==> src/rtl/cmd_sequencer.sv <==
// cmd_sequencer: queues host commands and issues them one at a time to the CMD block, retrying on timeout
// Ports: CLK_host, reset (async, active-low); host_cmd_valid/ready/index/arg enqueue, abort flushes queued work;
//        cmd_busy/cmd_complete/timeout_error/response_status from CMD; new_cmd/cmd_index/cmd_arg to CMD;
//        resp_valid/ready/index/status/timeout host response slot; queue_level occupancy; irq mirrors resp_valid.
module cmd_sequencer #(
    parameter int DEPTH       = 4,
    parameter int MAX_RETRIES = 2,
    parameter int RETRY_GAP   = 8,
    parameter int BUSY_WAIT   = 16
) (
    input  logic                   CLK_host,
    input  logic                   reset,
    input  logic                   host_cmd_valid,
    output logic                   host_cmd_ready,
    input  logic [5:0]             host_cmd_index,
    input  logic [31:0]            host_cmd_arg,
    input  logic                   abort,
    input  logic                   cmd_busy,
    input  logic                   cmd_complete,
    input  logic                   timeout_error,
    input  logic [31:0]            response_status,
    output logic                   new_cmd,
    output logic [5:0]             cmd_index,
    output logic [31:0]            cmd_arg,
    output logic                   resp_valid,
    input  logic                   resp_ready,
    output logic [5:0]             resp_index,
    output logic [31:0]            resp_status,
    output logic                   resp_timeout,
    output logic [$clog2(DEPTH):0] queue_level,
    output logic                   irq
);
    localparam int AW = $clog2(DEPTH);
    localparam int LW = AW + 1;
    localparam int TW = $clog2((RETRY_GAP > BUSY_WAIT ? RETRY_GAP : BUSY_WAIT) + 1);
    localparam int RW = $clog2(MAX_RETRIES + 2);

    typedef enum logic [2:0] {IDLE, ISSUE, WAIT_BUSY, WAIT_DONE, GAP, REPORT} state_t;

    state_t        state;
    logic [5:0]    idx_mem [DEPTH];
    logic [31:0]   arg_mem [DEPTH];
    logic [AW-1:0] wr_ptr;
    logic [AW-1:0] rd_ptr;
    logic [LW-1:0] level_nxt;
    logic [TW-1:0] timer;
    logic [RW-1:0] retry_cnt;
    logic          ok;
    logic          push;
    logic          pop;
    logic          start;
    logic          keep;
    logic          expired;

    // A head being launched this cycle counts as in flight, so abort never strands an issued command.
    always_comb begin
        push      = host_cmd_valid && host_cmd_ready && !abort;
        pop       = state == REPORT;
        start     = state == IDLE && queue_level != '0 && !cmd_busy && !resp_valid;
        keep      = state != IDLE || start;
        expired   = (state == WAIT_BUSY && !cmd_busy && timer == TW'(BUSY_WAIT - 1)) ||
                    (state == WAIT_DONE && timeout_error);
        level_nxt = abort ? LW'(keep) - LW'(pop) : queue_level + LW'(push) - LW'(pop);
    end

    assign irq = resp_valid;

    always_ff @(posedge CLK_host)
        if (push) begin
            idx_mem[wr_ptr] <= host_cmd_index;
            arg_mem[wr_ptr] <= host_cmd_arg;
        end

    always_ff @(posedge CLK_host or negedge reset)
        if (!reset) begin
            wr_ptr         <= '0;
            rd_ptr         <= '0;
            queue_level    <= '0;
            host_cmd_ready <= 1'b1;
        end else begin
            wr_ptr         <= abort ? rd_ptr + AW'(keep) : wr_ptr + AW'(push);
            rd_ptr         <= rd_ptr + AW'(pop);
            queue_level    <= level_nxt;
            host_cmd_ready <= level_nxt != LW'(DEPTH);
        end

    always_ff @(posedge CLK_host or negedge reset)
        if (!reset) begin
            state        <= IDLE;
            new_cmd      <= 1'b0;
            cmd_index    <= '0;
            cmd_arg      <= '0;
            timer        <= '0;
            retry_cnt    <= '0;
            ok           <= 1'b0;
            resp_valid   <= 1'b0;
            resp_index   <= '0;
            resp_status  <= '0;
            resp_timeout <= 1'b0;
        end else begin
            new_cmd <= 1'b0;
            if (resp_valid && resp_ready)
                resp_valid <= 1'b0;
            // Missing busy and timeout_error share one path; timeout_error outranks cmd_complete.
            if (expired) begin
                ok    <= 1'b0;
                timer <= '0;
                if (retry_cnt < RW'(MAX_RETRIES)) begin
                    retry_cnt <= retry_cnt + RW'(1);
                    state     <= GAP;
                end else
                    state <= REPORT;
            end else
                case (state)
                    IDLE:
                        if (start) begin
                            state     <= ISSUE;
                            new_cmd   <= 1'b1;
                            cmd_index <= idx_mem[rd_ptr];
                            cmd_arg   <= arg_mem[rd_ptr];
                        end
                    ISSUE: begin
                        timer <= '0;
                        state <= WAIT_BUSY;
                    end
                    WAIT_BUSY:
                        if (cmd_busy)
                            state <= WAIT_DONE;
                        else
                            timer <= timer + TW'(1);
                    WAIT_DONE:
                        if (cmd_complete) begin
                            ok    <= 1'b1;
                            state <= REPORT;
                        end
                    GAP:
                        if (timer == TW'(RETRY_GAP - 1)) begin
                            state   <= ISSUE;
                            new_cmd <= 1'b1;
                        end else
                            timer <= timer + TW'(1);
                    REPORT: begin
                        resp_valid   <= 1'b1;
                        resp_index   <= cmd_index;
                        resp_status  <= ok ? response_status : '0;
                        resp_timeout <= !ok;
                        retry_cnt    <= '0;
                        state        <= IDLE;
                    end
                    default: state <= IDLE;
                endcase
        end
endmodule

==> config.mk <==
export PLATFORM = sky130hd
export DESIGN_NAME = cmd_sequencer
export DESIGN_NICKNAME = d
export VERILOG_FILES = /design/src/rtl/cmd_sequencer.sv
export SDC_FILE = /design/constraint.sdc
export NUM_CORES = 1
export LEC_CHECK = 0
export ABC_AREA = 1
export CORE_MARGIN = 2
export CORE_UTILIZATION = 40
export CTS_BUF_LIST = sky130_fd_sc_hd__clkbuf_4
export DETAILED_ROUTE_END_ITERATION = 10
export PLACE_DENSITY_LB_ADDON = 0.08
export SYNTH_ARGS = -nofsm -noshare
export SYNTH_HDL_FRONTEND = slang
export SYNTH_SLANG_ARGS = --single-unit
==> constraint.sdc <==
create_clock -name CLK_host -period 11.74 [get_ports CLK_host]
set_input_delay 1.174 -clock CLK_host [delete_from_list [all_inputs] [get_ports CLK_host]]
set_output_delay 1.174 -clock CLK_host [all_outputs]
set_load 0.01 [all_outputs]
# Word level (Yosys, flattened, before mapping)
# Memory sizes are Yosys's and may differ from the RTL's. A register that Yosys moved wholly into a read port is not among the register bits.
# Index checks and enable logic that the tools add are counted.
# word_totals
regBits	60
ramBits	152
in_bits	78
out_inout_bits	84
word_cells	99
memories	2
# memory_table
name	depth	width	read_ports	rd_clocked_by_memory_dff	wr	line	source
arg_mem	4	32	1	1	1	42	logic [31:0] arg_mem [DEPTH];
idx_mem	4	6	1	1	1	41	logic [5:0] idx_mem [DEPTH];
# op_classes
addsub	8
order_cmp	1
n_eq_ne	15
mux	29
bitwise_logic	1
reduce_logical	30
# op_table
op	count
$mux W32	1
$ne A3 B3 Y1 const B	7
$mux W3	6
$mux W5	3
$pmux W3 S5	1
$pmux W5 S3	1
$mux W1	12
$logic_and A1 B1 Y1	9
$mux W2	4
$add A2 B1 Y2	3
$eq A3 B2 Y1 const B	2
$eq A3 B3 Y1 const B	2
$logic_not A1 Y1	6
$reduce_and A2 Y1	3
$reduce_and A3 Y1	2
$reduce_bool A2 Y1	3
$reduce_bool A3 Y1	2
$add A5 B1 Y5 const B	1
$eq A5 B3 Y1 const B	1
$eq A5 B4 Y1 const B	1
$reduce_and A4 Y1	1
$reduce_bool A4 Y1	1
$add A3 B1 Y3	1
$eq A3 B1 Y1 const B	1
9 further kinds	10

# Longest topological paths before layout
# depth
ltp_word	8
depth_mapped	13
depth_no_buf	13

# Worst setup path after synthesis
# OpenSTA, ideal clock, no wires.
# synth_path
kind	input port to flip-flop
startpoint	input port abort
endpoint	memory arg_mem[0][0] (enable)
setup_time_ns	0.481
arrival_ns	4.045
t_required_ns	11.259
setup_slack_ns	7.215
path_stages	3
path_buffers	0
path_cell_list	inv_1 nand3_1 nor3_1
# synth_via
elab_chain_len	4
# synth_lines
item	line	source
start: declaration	17	input logic abort,
$logic_not A1 Y1	57	push = host_cmd_valid && host_cmd_ready && !abort;
$logic_and A1 B1 Y1	57	
$mux W1	69	if (push) begin
$mux W1 (not written as such)	71	arg_mem[wr_ptr] <= host_cmd_arg;
end: declaration	42	
# No other way between the ends.

# Worst setup path after layout
# layout_path
startpoint	input port abort
endpoint	register host_cmd_ready
# layout_via
elab_chain_len	6
# layout_lines
item	line	source
$logic_not A1 Y1	57	
$logic_and A1 B1 Y1	57	
$add A3 B1 Y3	63	level_nxt = abort ? LW'(keep) - LW'(pop) : queue_level + LW'(push) - LW'(pop);
$sub A3 B1 Y3	63	
$mux W3 (*)	63	
net level_nxt[2]	45	logic [LW-1:0] level_nxt;
$ne A3 B3 Y1 (*)	84	host_cmd_ready <= level_nxt != LW'(DEPTH);
end signal: assignment	84	
end: declaration	14	output logic host_cmd_ready,
# Mark *: on every way through the listed nets, which the timed path passes. The rest lies on a longest branch.
# A chain may end at the register's enable or synchronous reset.

==> metrics <==
DRC viols=0; vias in the first global route=7018; max_slew headroom=36.4%; synth cell count leaders=159 x nand2_1, 152 x edfxtp_1, 129 x nor2_1; ys async rst share=39.2%; RSZ-0062 raised after global routing=false; WS Path Type=input port to flop; status=finished clean; layout cells sized above 1=13.9%; clock tree buffer depth=3; Unique masters post-synth=29; Yosys top cell area share=46.6%; maximum clock rate=346 MHz; ANT nets after route=0; Starting Density=40.5%; IO buf count=161; largest net degree at the start of global routing=78; worst reg2reg path depth=12; Primary FF master, synth=edfxtp_1; syn avg cell area=11.8 um2; hold_buf cts=0; Pre-antenna DRT Iters=4; nets@finish=1114; sequential area share after synthesis=71.7%; WL final=22100 um; count leader, synth=nand2_1; CTS tree=built; initial antenna violation count=1; grt total ovfl=0; total track usage=17.6%; Clock Latency Late Sink=0.64 ns; Yosys reg bits=250; Cell Pwr Density=240 nW/um2; CORE AREA=24200 um2; crit end category=flop; post-CTS setup buffer count=0; first-pass GRT wire length=35700 um; Leak Pwr=5.08 nW; Vias=6767; FF+latch area=7020 um2; clock skew=0.0256 ns; I/O pins=162; Multi-input gate area=2430 um2; CTS sink count=250; max-slew violation total from the final report=0; Overall Power=3.02 mW; CTS buffer count=68; top cells by area, synth=edfxtp_1 47%, dfrtp_1 25%, o21ai_0 6.1%; drt wl/cell=15.7 um; post-synth net total=914; largest fanout on the critical path=7; HPWL Detailed=12500 um; Tcrit/Tclk final=24.6%; Resized Gates After CTS=0; setup TNS=0 ns; area grow syn2layout=28.5%; Final Hold Fails=0; die area=25800 um2; max-cap violations=0; Post-synth EDFFs=152; Final setup viols=0; synthesized area=9790 um2; Gate Count Post-Synth=829; Util after Layout=52.1%; synth warn=0; H-tree depth=3; crit path launch type=input port; worst slew pin tran=0.954 ns; CP Data Arrival Time=3.45 ns; Worst VDD drop=0.000103 V; largest area contributor in the netlist=edfxtp_1; via/cell ratio=4.81; Root Buffer=clkbuf_4; WP data required=12.30 ns; Die Y=160 um; RD Place Congestion=0.788; DR iter-0 viols=374; Hold Crit Class=input port to asynchronous set/reset pin; number of core rows=57; filler cell count=2185; min Tclk post-route=2.89 ns; Die W=160 um; Worst-path clk slew=0.06 ns
-- area by class of cell --
type                            instances  area share (%)
Timing Repair Buffer                  172            13.4
Inverter                               31           0.964
Tap cell                              324            3.22
Clock buffer                          111            6.62
Clock inverter                         13           0.626
Antenna cell                            1          0.0199
Multi-Input combinational cell        506            19.3
Sequential cell                       250            55.8
-- layout by cell type, fill, tap and decap left out, types with 3 or more instances in the layout --
cell type and count:
clkdlybuf4s50_1 160, nand2_1 158, edfxtp_1 152, nor2_1 129, o21ai_0 120, clkbuf_4 111
dfrtp_1 95, a22o_1 32, inv_1 24, nand3_1 21, o21ai_1 14, buf_4 12
clkinv_1 10, inv_2 6, ha_1 6, nor2_2 4, xor2_1 4, nor3_2 4
a21oi_1 3
-- metal layers --
metal | part of all wire, % | routed length (um) | GRT usage [%] | vias to the layer above
met5 | 0 | 0 | 0 | -
met4 | 2.5 | 560 | 7.33 | 0
met3 | 5.9 | 1310 | 4.55 | 46
met2 | 47 | 10300 | 28.7 | 202
met1 | 45 | 9890 | 22.3 | 3212
li1 | - | - | - | 3307
-- stage by stage --
stage	cells	instance area, um2	setup WS, ns	hold WS [ns]
after floorplan	829	9790	7.21	0.440
after global placement	1283	11700	8.27	0.449
after detailed placement	1283	11700	8.19	0.464
after CTS	1407	12600	8.80	0.406
after global routing	1408	12600	8.70	0.420
final	1408	12600	8.85	0.450
-- critical path: stages --
cell	delay (ns)
clkdlybuf4s50_1	0.56
inv_1	0.12
nand3_1	0.27
inv_1	0.11
nand2_1	0.07
nand2_1	0.06
ha_1	0.19
fa_1	0.37
xnor2_1	0.19
nor2_1	0.05
o21ai_0	0.20
nand2_1	0.07
-- kinds of logic (layout without fill, tap and decap cells) --
family          count (synthesis)  in the layout  share of synthesized area (%)
xor+xnor                        6              6                          0.537
compound gates                169            169                           9.86
other cells                     0              1                              0
buf+inv                        73            327                           3.73
fa+ha+maj                       7              7                          0.971
flops                         250            250                           71.7
simple gates                  324            324                           13.2
-- worst paths after layout --
path	startpoint	endpoint	slack [ns]
setup reg to reg	state[0]$_DFFE_PN0P_	host_cmd_ready$_DFF_PN1_	9.38
hold / removal	reset	cmd_arg[6]$_DFFE_PN0P_	0.45
setup / recovery	abort	host_cmd_ready$_DFF_PN1_	8.85
max in group asynchronous	reset	rd_ptr[0]$_DFF_PN0_	9.96
min in group CLK_host	cmd_arg[4]$_DFFE_PN0P_	cmd_arg[4]$_DFFE_PN0P_	0.47
hold reg to reg	cmd_arg[4]$_DFFE_PN0P_	cmd_arg[4]$_DFFE_PN0P_	0.47
-- state kept, by name, summed over array words and instances (netlist names), 3 cells and up --
name / cells
arg_mem: 128
cmd_arg: 32
resp_status: 32
idx_mem: 24
cmd_index: 6
resp_index: 6
timer: 5
queue_level: 3
state: 3
-- where the power goes --
group | internal [mW] | switching, mW | total [mW]
combinational | 0.427 | 0.551 | 0.978
sequential | 1.13 | 0.113 | 1.25
clock | 0.448 | 0.345 | 0.794
total | 2.01 | 1.01 | 3.02
No activity file was read; power rests on OpenSTA's default activity.
